===== src/rtl/axi_to_apb_wrap_if.sv =====
// AXI4 and APB3 bus bundles used by the AXI-to-APB bridge.
interface AXI_BUS #(
    parameter int unsigned AXI_ADDR_WIDTH = 32,
    parameter int unsigned AXI_DATA_WIDTH = 32,
    parameter int unsigned AXI_ID_WIDTH   = 6,
    parameter int unsigned AXI_USER_WIDTH = 1
);
    logic [AXI_ID_WIDTH-1:0]     aw_id;
    logic [AXI_ADDR_WIDTH-1:0]   aw_addr;
    logic [7:0]                  aw_len;
    logic [2:0]                  aw_size;
    logic [1:0]                  aw_burst;
    logic [AXI_USER_WIDTH-1:0]   aw_user;
    logic                        aw_valid;
    logic                        aw_ready;

    logic [AXI_DATA_WIDTH-1:0]   w_data;
    logic [AXI_DATA_WIDTH/8-1:0] w_strb;
    logic                        w_last;
    logic [AXI_USER_WIDTH-1:0]   w_user;
    logic                        w_valid;
    logic                        w_ready;

    logic [AXI_ID_WIDTH-1:0]     b_id;
    logic [1:0]                  b_resp;
    logic [AXI_USER_WIDTH-1:0]   b_user;
    logic                        b_valid;
    logic                        b_ready;

    logic [AXI_ID_WIDTH-1:0]     ar_id;
    logic [AXI_ADDR_WIDTH-1:0]   ar_addr;
    logic [7:0]                  ar_len;
    logic [2:0]                  ar_size;
    logic [1:0]                  ar_burst;
    logic [AXI_USER_WIDTH-1:0]   ar_user;
    logic                        ar_valid;
    logic                        ar_ready;

    logic [AXI_ID_WIDTH-1:0]     r_id;
    logic [AXI_DATA_WIDTH-1:0]   r_data;
    logic [1:0]                  r_resp;
    logic                        r_last;
    logic [AXI_USER_WIDTH-1:0]   r_user;
    logic                        r_valid;
    logic                        r_ready;

    modport slave (
        input  aw_id, aw_addr, aw_len, aw_size, aw_burst, aw_user, aw_valid,
        output aw_ready,
        input  w_data, w_strb, w_last, w_user, w_valid,
        output w_ready,
        output b_id, b_resp, b_user, b_valid,
        input  b_ready,
        input  ar_id, ar_addr, ar_len, ar_size, ar_burst, ar_user, ar_valid,
        output ar_ready,
        output r_id, r_data, r_resp, r_last, r_user, r_valid,
        input  r_ready
    );

    modport master (
        output aw_id, aw_addr, aw_len, aw_size, aw_burst, aw_user, aw_valid,
        input  aw_ready,
        output w_data, w_strb, w_last, w_user, w_valid,
        input  w_ready,
        input  b_id, b_resp, b_user, b_valid,
        output b_ready,
        output ar_id, ar_addr, ar_len, ar_size, ar_burst, ar_user, ar_valid,
        input  ar_ready,
        input  r_id, r_data, r_resp, r_last, r_user, r_valid,
        output r_ready
    );
endinterface

interface APB_BUS #(
    parameter int unsigned APB_ADDR_WIDTH = 32,
    parameter int unsigned APB_DATA_WIDTH = 32
);
    logic [APB_ADDR_WIDTH-1:0] paddr;
    logic [APB_DATA_WIDTH-1:0] pwdata;
    logic                      pwrite;
    logic                      psel;
    logic                      penable;
    logic [APB_DATA_WIDTH-1:0] prdata;
    logic                      pready;
    logic                      pslverr;

    modport master (
        output paddr, pwdata, pwrite, psel, penable,
        input  prdata, pready, pslverr
    );

    modport slave (
        input  paddr, pwdata, pwrite, psel, penable,
        output prdata, pready, pslverr
    );
endinterface


===== src/rtl/axi_to_apb_wrap.sv =====
// AXI4 slave to APB3 master bridge; one AXI transaction at a time, one APB
// transfer per AXI beat. Write strobes and wlast are ignored.
module axi_to_apb_wrap #(
    parameter int unsigned AXI_ADDR_WIDTH = 32,
    parameter int unsigned AXI_DATA_WIDTH = 32,
    parameter int unsigned AXI_ID_WIDTH   = 6,
    parameter int unsigned AXI_USER_WIDTH = 1,
    parameter int unsigned APB_ADDR_WIDTH = 32
) (
    input  logic   clk_i,
    input  logic   rst_ni,
    input  logic   test_en_i,
    AXI_BUS.slave  axi_slave,
    APB_BUS.master apb_master
);

    typedef enum logic [2:0] {
        IDLE,
        W_DATA,
        SETUP,
        ACCESS,
        B_RESP,
        R_RESP
    } state_e;

    localparam logic [1:0] BURST_FIXED = 2'b00;
    localparam logic [1:0] RESP_OKAY   = 2'b00;
    localparam logic [1:0] RESP_SLVERR = 2'b10;

    state_e                    state_q, state_d;
    logic [AXI_ID_WIDTH-1:0]   id_q;
    logic [AXI_ADDR_WIDTH-1:0] addr_q;
    logic [AXI_ADDR_WIDTH-1:0] addr_next;
    logic [7:0]                len_q;
    logic [1:0]                burst_q;
    logic [7:0]                beat_q;
    logic [AXI_DATA_WIDTH-1:0] pwdata_q;
    logic                      pwrite_q;
    logic                      err_q;
    logic [AXI_DATA_WIDTH-1:0] rdata_q;
    logic                      rerr_q;
    logic                      last_beat;

    // test_en_i and the ignored AXI side-band fields have no functional use
    logic unused_inputs;
    assign unused_inputs = ^{test_en_i, axi_slave.w_strb, axi_slave.w_last,
                             axi_slave.w_user, axi_slave.aw_size, axi_slave.ar_size,
                             axi_slave.aw_user, axi_slave.ar_user};

    assign last_beat = (beat_q == len_q);
    // WRAP bursts advance like INCR; FIXED keeps the address
    assign addr_next = (burst_q == BURST_FIXED) ? addr_q : addr_q + AXI_ADDR_WIDTH'(4);

    // State register
    always_ff @(posedge clk_i) begin
        if (!rst_ni) state_q <= IDLE;
        else         state_q <= state_d;
    end

    // Next-state logic; AW has priority over AR in IDLE
    always_comb begin
        state_d = state_q;
        unique case (state_q)
            IDLE: begin
                if (axi_slave.aw_valid)      state_d = W_DATA;
                else if (axi_slave.ar_valid) state_d = SETUP;
            end
            W_DATA: if (axi_slave.w_valid) state_d = SETUP;
            SETUP:  state_d = ACCESS;
            ACCESS: begin
                if (apb_master.pready) begin
                    if (pwrite_q) state_d = last_beat ? B_RESP : W_DATA;
                    else          state_d = R_RESP;
                end
            end
            B_RESP: if (axi_slave.b_ready) state_d = IDLE;
            R_RESP: if (axi_slave.r_ready) state_d = last_beat ? IDLE : SETUP;
            default: state_d = IDLE;
        endcase
    end

    // Transaction fields, beat counter, APB data and response capture
    always_ff @(posedge clk_i) begin
        if (!rst_ni) begin
            id_q     <= '0;
            addr_q   <= '0;
            len_q    <= '0;
            burst_q  <= '0;
            beat_q   <= '0;
            pwdata_q <= '0;
            pwrite_q <= 1'b0;
            err_q    <= 1'b0;
            rdata_q  <= '0;
            rerr_q   <= 1'b0;
        end else begin
            unique case (state_q)
                IDLE: begin
                    if (axi_slave.aw_valid) begin
                        id_q    <= axi_slave.aw_id;
                        addr_q  <= axi_slave.aw_addr;
                        len_q   <= axi_slave.aw_len;
                        burst_q <= axi_slave.aw_burst;
                        beat_q  <= '0;
                    end else if (axi_slave.ar_valid) begin
                        id_q     <= axi_slave.ar_id;
                        addr_q   <= axi_slave.ar_addr;
                        len_q    <= axi_slave.ar_len;
                        burst_q  <= axi_slave.ar_burst;
                        beat_q   <= '0;
                        pwrite_q <= 1'b0;
                    end
                end
                W_DATA: begin
                    if (axi_slave.w_valid) begin
                        pwdata_q <= axi_slave.w_data;
                        pwrite_q <= 1'b1;
                    end
                end
                ACCESS: begin
                    if (apb_master.pready) begin
                        if (pwrite_q) begin
                            if (apb_master.pslverr) err_q <= 1'b1;
                            if (!last_beat) begin
                                beat_q <= beat_q + 8'd1;
                                addr_q <= addr_next;
                            end
                        end else begin
                            rdata_q <= apb_master.prdata;
                            rerr_q  <= apb_master.pslverr;
                        end
                    end
                end
                B_RESP: if (axi_slave.b_ready) err_q <= 1'b0;
                R_RESP: begin
                    if (axi_slave.r_ready && !last_beat) begin
                        beat_q <= beat_q + 8'd1;
                        addr_q <= addr_next;
                    end
                end
                default: ;
            endcase
        end
    end

    // Handshake and bus outputs decoded from the current state
    always_comb begin
        axi_slave.aw_ready = rst_ni && (state_q == IDLE) && axi_slave.aw_valid;
        axi_slave.ar_ready = rst_ni && (state_q == IDLE) && !axi_slave.aw_valid
                             && axi_slave.ar_valid;
        axi_slave.w_ready  = (state_q == W_DATA);
        axi_slave.b_valid  = (state_q == B_RESP);
        axi_slave.b_id     = id_q;
        axi_slave.b_resp   = err_q ? RESP_SLVERR : RESP_OKAY;
        axi_slave.b_user   = '0;
        axi_slave.r_valid  = (state_q == R_RESP);
        axi_slave.r_id     = id_q;
        axi_slave.r_data   = rdata_q;
        axi_slave.r_resp   = rerr_q ? RESP_SLVERR : RESP_OKAY;
        axi_slave.r_last   = last_beat;
        axi_slave.r_user   = '0;
        apb_master.psel    = (state_q == SETUP) || (state_q == ACCESS);
        apb_master.penable = (state_q == ACCESS);
        apb_master.paddr   = APB_ADDR_WIDTH'(addr_q);
        apb_master.pwdata  = pwdata_q;
        apb_master.pwrite  = pwrite_q;
    end

endmodule


===== src/flat_wrapper.sv =====
// flat-port wrapper written by rule: the top's interface ports become plain ports
module axi_to_apb_wrap_flat 
#(
    parameter int unsigned AXI_ADDR_WIDTH = 32,
    parameter int unsigned AXI_DATA_WIDTH = 32,
    parameter int unsigned AXI_ID_WIDTH   = 6,
    parameter int unsigned AXI_USER_WIDTH = 1,
    parameter int unsigned APB_ADDR_WIDTH = 32
)
  (clk_i, rst_ni, test_en_i, axi_slave_aw_id, axi_slave_aw_addr, axi_slave_aw_len, axi_slave_aw_size, axi_slave_aw_burst, axi_slave_aw_user, axi_slave_aw_valid, axi_slave_aw_ready, axi_slave_w_data, axi_slave_w_strb, axi_slave_w_last, axi_slave_w_user, axi_slave_w_valid, axi_slave_w_ready, axi_slave_b_id, axi_slave_b_resp, axi_slave_b_user, axi_slave_b_valid, axi_slave_b_ready, axi_slave_ar_id, axi_slave_ar_addr, axi_slave_ar_len, axi_slave_ar_size, axi_slave_ar_burst, axi_slave_ar_user, axi_slave_ar_valid, axi_slave_ar_ready, axi_slave_r_id, axi_slave_r_data, axi_slave_r_resp, axi_slave_r_last, axi_slave_r_user, axi_slave_r_valid, axi_slave_r_ready, apb_master_paddr, apb_master_pwdata, apb_master_pwrite, apb_master_psel, apb_master_penable, apb_master_prdata, apb_master_pready, apb_master_pslverr);
  AXI_BUS #(.AXI_ADDR_WIDTH(AXI_ADDR_WIDTH), .AXI_DATA_WIDTH(AXI_DATA_WIDTH), .AXI_ID_WIDTH(AXI_ID_WIDTH), .AXI_USER_WIDTH(AXI_USER_WIDTH)) axi_slave_i ();
  APB_BUS #(.APB_ADDR_WIDTH(APB_ADDR_WIDTH), .APB_DATA_WIDTH(32)) apb_master_i ();
  input  logic clk_i;
  input  logic rst_ni;
  input  logic test_en_i;
  input wire logic [$bits(axi_slave_i.aw_id)-1:0] axi_slave_aw_id;
  input wire logic [$bits(axi_slave_i.aw_addr)-1:0] axi_slave_aw_addr;
  input wire logic [$bits(axi_slave_i.aw_len)-1:0] axi_slave_aw_len;
  input wire logic [$bits(axi_slave_i.aw_size)-1:0] axi_slave_aw_size;
  input wire logic [$bits(axi_slave_i.aw_burst)-1:0] axi_slave_aw_burst;
  input wire logic [$bits(axi_slave_i.aw_user)-1:0] axi_slave_aw_user;
  input wire logic [$bits(axi_slave_i.aw_valid)-1:0] axi_slave_aw_valid;
  output wire logic [$bits(axi_slave_i.aw_ready)-1:0] axi_slave_aw_ready;
  input wire logic [$bits(axi_slave_i.w_data)-1:0] axi_slave_w_data;
  input wire logic [$bits(axi_slave_i.w_strb)-1:0] axi_slave_w_strb;
  input wire logic [$bits(axi_slave_i.w_last)-1:0] axi_slave_w_last;
  input wire logic [$bits(axi_slave_i.w_user)-1:0] axi_slave_w_user;
  input wire logic [$bits(axi_slave_i.w_valid)-1:0] axi_slave_w_valid;
  output wire logic [$bits(axi_slave_i.w_ready)-1:0] axi_slave_w_ready;
  output wire logic [$bits(axi_slave_i.b_id)-1:0] axi_slave_b_id;
  output wire logic [$bits(axi_slave_i.b_resp)-1:0] axi_slave_b_resp;
  output wire logic [$bits(axi_slave_i.b_user)-1:0] axi_slave_b_user;
  output wire logic [$bits(axi_slave_i.b_valid)-1:0] axi_slave_b_valid;
  input wire logic [$bits(axi_slave_i.b_ready)-1:0] axi_slave_b_ready;
  input wire logic [$bits(axi_slave_i.ar_id)-1:0] axi_slave_ar_id;
  input wire logic [$bits(axi_slave_i.ar_addr)-1:0] axi_slave_ar_addr;
  input wire logic [$bits(axi_slave_i.ar_len)-1:0] axi_slave_ar_len;
  input wire logic [$bits(axi_slave_i.ar_size)-1:0] axi_slave_ar_size;
  input wire logic [$bits(axi_slave_i.ar_burst)-1:0] axi_slave_ar_burst;
  input wire logic [$bits(axi_slave_i.ar_user)-1:0] axi_slave_ar_user;
  input wire logic [$bits(axi_slave_i.ar_valid)-1:0] axi_slave_ar_valid;
  output wire logic [$bits(axi_slave_i.ar_ready)-1:0] axi_slave_ar_ready;
  output wire logic [$bits(axi_slave_i.r_id)-1:0] axi_slave_r_id;
  output wire logic [$bits(axi_slave_i.r_data)-1:0] axi_slave_r_data;
  output wire logic [$bits(axi_slave_i.r_resp)-1:0] axi_slave_r_resp;
  output wire logic [$bits(axi_slave_i.r_last)-1:0] axi_slave_r_last;
  output wire logic [$bits(axi_slave_i.r_user)-1:0] axi_slave_r_user;
  output wire logic [$bits(axi_slave_i.r_valid)-1:0] axi_slave_r_valid;
  input wire logic [$bits(axi_slave_i.r_ready)-1:0] axi_slave_r_ready;
  output wire logic [$bits(apb_master_i.paddr)-1:0] apb_master_paddr;
  output wire logic [$bits(apb_master_i.pwdata)-1:0] apb_master_pwdata;
  output wire logic [$bits(apb_master_i.pwrite)-1:0] apb_master_pwrite;
  output wire logic [$bits(apb_master_i.psel)-1:0] apb_master_psel;
  output wire logic [$bits(apb_master_i.penable)-1:0] apb_master_penable;
  input wire logic [$bits(apb_master_i.prdata)-1:0] apb_master_prdata;
  input wire logic [$bits(apb_master_i.pready)-1:0] apb_master_pready;
  input wire logic [$bits(apb_master_i.pslverr)-1:0] apb_master_pslverr;
  assign axi_slave_i.aw_id = axi_slave_aw_id;
  assign axi_slave_i.aw_addr = axi_slave_aw_addr;
  assign axi_slave_i.aw_len = axi_slave_aw_len;
  assign axi_slave_i.aw_size = axi_slave_aw_size;
  assign axi_slave_i.aw_burst = axi_slave_aw_burst;
  assign axi_slave_i.aw_user = axi_slave_aw_user;
  assign axi_slave_i.aw_valid = axi_slave_aw_valid;
  assign axi_slave_aw_ready = axi_slave_i.aw_ready;
  assign axi_slave_i.w_data = axi_slave_w_data;
  assign axi_slave_i.w_strb = axi_slave_w_strb;
  assign axi_slave_i.w_last = axi_slave_w_last;
  assign axi_slave_i.w_user = axi_slave_w_user;
  assign axi_slave_i.w_valid = axi_slave_w_valid;
  assign axi_slave_w_ready = axi_slave_i.w_ready;
  assign axi_slave_b_id = axi_slave_i.b_id;
  assign axi_slave_b_resp = axi_slave_i.b_resp;
  assign axi_slave_b_user = axi_slave_i.b_user;
  assign axi_slave_b_valid = axi_slave_i.b_valid;
  assign axi_slave_i.b_ready = axi_slave_b_ready;
  assign axi_slave_i.ar_id = axi_slave_ar_id;
  assign axi_slave_i.ar_addr = axi_slave_ar_addr;
  assign axi_slave_i.ar_len = axi_slave_ar_len;
  assign axi_slave_i.ar_size = axi_slave_ar_size;
  assign axi_slave_i.ar_burst = axi_slave_ar_burst;
  assign axi_slave_i.ar_user = axi_slave_ar_user;
  assign axi_slave_i.ar_valid = axi_slave_ar_valid;
  assign axi_slave_ar_ready = axi_slave_i.ar_ready;
  assign axi_slave_r_id = axi_slave_i.r_id;
  assign axi_slave_r_data = axi_slave_i.r_data;
  assign axi_slave_r_resp = axi_slave_i.r_resp;
  assign axi_slave_r_last = axi_slave_i.r_last;
  assign axi_slave_r_user = axi_slave_i.r_user;
  assign axi_slave_r_valid = axi_slave_i.r_valid;
  assign axi_slave_i.r_ready = axi_slave_r_ready;
  assign apb_master_paddr = apb_master_i.paddr;
  assign apb_master_pwdata = apb_master_i.pwdata;
  assign apb_master_pwrite = apb_master_i.pwrite;
  assign apb_master_psel = apb_master_i.psel;
  assign apb_master_penable = apb_master_i.penable;
  assign apb_master_i.prdata = apb_master_prdata;
  assign apb_master_i.pready = apb_master_pready;
  assign apb_master_i.pslverr = apb_master_pslverr;
  axi_to_apb_wrap #(.AXI_ADDR_WIDTH(AXI_ADDR_WIDTH), .AXI_DATA_WIDTH(AXI_DATA_WIDTH), .AXI_ID_WIDTH(AXI_ID_WIDTH), .AXI_USER_WIDTH(AXI_USER_WIDTH), .APB_ADDR_WIDTH(APB_ADDR_WIDTH)) u_core (.clk_i(clk_i), .rst_ni(rst_ni), .test_en_i(test_en_i), .axi_slave(axi_slave_i), .apb_master(apb_master_i));
endmodule

===== config.mk =====
export PLATFORM = sky130hd
export DESIGN_NAME = axi_to_apb_wrap_flat
export DESIGN_NICKNAME = d
export VERILOG_FILES = /design/src/rtl/axi_to_apb_wrap_if.sv /design/src/rtl/axi_to_apb_wrap.sv /design/src/flat_wrapper.sv
export SDC_FILE = /design/constraint.sdc
export NUM_CORES = 1
export LEC_CHECK = 0
export BUFFER_PORTS_ARGS = -buffer_cell sky130_fd_sc_hd__buf_2
export CAP_MARGIN = 20
export CORE_ASPECT_RATIO = 1.75
export CORE_MARGIN = 2
export CORE_UTILIZATION = 42
export CTS_BUF_LIST = sky130_fd_sc_hd__clkbuf_16
export CTS_CLUSTER_DIAMETER = 80
export DETAILED_ROUTE_END_ITERATION = 10
export PLACE_DENSITY = 0.8
export SLEW_MARGIN = 20
export SYNTH_ARGS = -nofsm -noshare
export SYNTH_HDL_FRONTEND = slang
export SYNTH_SLANG_ARGS = --single-unit

===== constraint.sdc =====
create_clock -name clk_i -period 1.7 [get_ports clk_i]
set_clock_uncertainty 0.1 [all_clocks]
set_input_delay 0.34 -clock clk_i [delete_from_list [all_inputs] [get_ports clk_i]]
set_output_delay 0.34 -clock clk_i [all_outputs]
set_load 0.01 [all_outputs]

==> run metrics <==
drt drc 0; I/O Buffers 287; Layout Cells excl Fill 1,416; failing checks setup timing; vias in the first global route 8,117; Synth Cell Area 6406 sq um; total global-route track usage 28.82%; Post-Place Cell Area 8777 sq um; Final Cycle Share 126.2%; CP startpoint kind flip-flop; yosys warns 0; crit path time final 2.145 ns; Die W 97.36 um; Layout area overhead 73.93%; clk root buf clkbuf_16; IR drop worst, VDD 1056 uV; maximum operating frequency 466.1 MHz; largest net degree at the start of global routing 38; HPWL Detailed 15,780 um; number of iterations in the first detailed-routing pass 5; register area share after synthesis 39.37%; worst slew margin relative to its limit 65.80%; Leak 5.040 nW; WL/cell 18.76 um; detailed-route wire length 26,560 um; initial antenna violation count 0; #FFs+latches synth 126; R2R depth 8; Mapped Avg Cell Area 7.948 sq um; Placer Congestion 0.8628; die area 16,300 sq um; CP required 1.90 ns; TritonCTS Buffers 17; EDFF count, synth 0; Initial Util 42.96%; hold path depth 3; DR iter-0 viols 449; core box area 14,910 sq um; hold crit path type in2reg; Rows 59; Slew @ Worst Pin 0.5110 ns; cell count after synthesis 806; Congestion Overflow GR 0; Worst Path Max Fanout 12; Crit path arrival time 2.34 ns; PwrDens 1519 nW/um^2; first-pass GRT wire length 38,740 um; Worst Setup End Kind flip-flop; Final Setup Violations 87; via count 7,975; final non-filler cell area 11,140 sq um; setup TNS -24.57 ns; kind of critical path reg2reg; Clock Latency Late Sink 0.41 ns; Final Hold Fails 0; chip height 167.4 um; TritonCTS clock tree built; layout cells sized above 1 56.85%; Placed Instances 1,321; RSZ-0062 raised after global routing yes; final setup margin -0.4455 ns; clock sinks 126; Synth async-reset ratio 0%; ANT cells 0; Max Cap Viol 0; status complete, but fails checks; drt via density 5.632; Pins Over Slew Limit 0; H-tree levels 4; maximum clock path buffer count 2; I/O pin count 307; Final #Nets 1,406; Final ANT Viol Nets 0; prevailing post-synth register cell dfxtp_1; Cell variety after synth 67; CTS clock-pin slew for the worst setup and hold paths 0.06 ns
## worst paths after layout
kind,startpoint,endpoint,slack [ns]
max,u_core.state_q[1],u_core.apb_master.paddr[7],-0.45
min reg2reg,u_core.apb_master.pwdata[2],u_core.apb_master.pwdata[2],0.35
min,axi_slave_w_data[16],u_core.apb_master.pwdata[16],0.06
max reg2reg,u_core.state_q[1],u_core.apb_master.paddr[7],-0.45
## routing by layer
layer,GRT usage [%],up-vias,part of all wire [%]
met1,29.77,3783,35
met5,0,-,0
met2,54.18,413,54
met4,15.40,0,4.9
met3,5.175,102,6.2
li1,-,3677,-
## area by class of cell
cell class | instances | area (sq um)
fillers | 1067 | 3770
well taps | 183 | 229.0
inverters | 6 | 31.28
clock inverters | 15 | 160.2
repair buffers | 461 | 3316
clock buffers | 17 | 425.4
flip-flops and latches | 126 | 2580
multi-input cells | 608 | 4400
## cell usage in the layout (no fill, tap or decap), types with 9 or more instances in the layout
cell type | synthesis | layout
nand2_1 | 175 | 128
nor2_1 | 59 | 48
buf_2 | 13 | 280
a21oi_1 | 108 | 71
dfxtp_2 | 0 | 16
a211oi_2 | 1 | 12
o21ai_2 | 3 | 11
a211oi_1 | 21 | 9
nand2_4 | 0 | 33
buf_6 | 2 | 48
buf_4 | 17 | 105
o21ai_0 | 27 | 17
dfxtp_1 | 126 | 100
a21oi_2 | 1 | 35
buf_12 | 0 | 17
clkbuf_16 | 0 | 20
a31oi_1 | 9 | 9
nand3_1 | 13 | 12
mux2i_1 | 42 | 42
dfxtp_4 | 0 | 10
nand2_2 | 0 | 14
## stage by stage
stage	setup slack, ns	util (%)	hold slack (ns)	total power, mW
floorplan	-0.1476	-	0.3367	7.549
global placement	-0.3161	58.86	0.3349	10.04
detailed placement	-0.3963	58.86	0.3416	10.19
CTS	-0.3904	70.16	0.05096	15.62
global route	-0.5177	74.72	0.05075	17.68
finish	-0.4455	74.72	0.06292	16.93
## state kept, by name (all words and copies together), names as in the netlist
signal                    flops
u_core.apb_master.paddr      32
u_core.axi_slave.r_data      32
u_core.len_q                  8
u_core.apb_master.pwdata     32
u_core.burst_q                2
u_core.rerr_q                 1
u_core.err_q                  1
u_core.axi_slave.b_id         6
u_core.beat_q                 8
u_core.state_q                3
u_core.apb_master.pwrite      1
## power breakdown
part	internal, mW	total, mW	switching, mW	leakage, nW
combinational	4.54	9.04	4.51	3.72
sequential	3.68	4.25	0.576	1.04
clock	2.18	3.63	1.45	0.275
## cells in the mapped netlist, drive strengths merged (3+ instances only)
library cell  instances  area share, %
a21oi               109            8.6
nor2b                 6           0.82
nand3                15            1.3
nor4                 12            1.9
mux2i                42            6.6
dfxtp               126             39
and3                 12            1.2
and2                  3           0.29
nand3b                6           0.70
a211oi               22            2.7
clkbuf               33            1.9
o32ai                 6           0.82
nand4                 7           0.92
mux2                  4           0.70
o221a                 5           0.88
o21a                  6           0.70
a41oi                 3           0.41
o21ai                36            3.2
o211ai                8           0.94
nor2                 59            3.5
inv                   6           0.35
buf                  36            3.6
nor3                 12            1.1
xor2                  8            1.1
a31oi                10            1.2
o22ai                 8           0.78
and4                  3           0.45
a21boi                3           0.59
nand2               175             10
## cells by family (layout without fill, tap and decap cells)
logic type | count (synthesis) | in the layout | synth area share, %
and+or+nand+nor | 321 | 321 | 23.77
AOI/OAI and AO/OA | 227 | 227 | 22.17
DFF | 126 | 126 | 39.38
buffers and inverters | 75 | 499 | 5.879
muxes | 46 | 46 | 7.266
xor gates and xnor gates | 8 | 8 | 1.094
adders and majority gates | 2 | 2 | 0.3906
other | 1 | 4 | 0.05854
## worst max-delay path, cell delays in order, from the launching register on
cell      delay (ns)
dfxtp_4         0.37
or4_4           0.55
a21oi_4         0.24
a211oi_4        0.07
buf_4           0.16
o21ai_4         0.06
buf_12          0.16
nor2_1          0.05
o221a_2         0.26
## repair_timing
action,in CTS,in global routing
buffers inserted,38,21
endpoints found under the setup margin,101,132
hold endpoints to repair,0,0
resized for setup,153,158
hold buffers,0,0
gates cloned,12,3
pin swaps,65,72
Power figures use the tool's default switching activity.
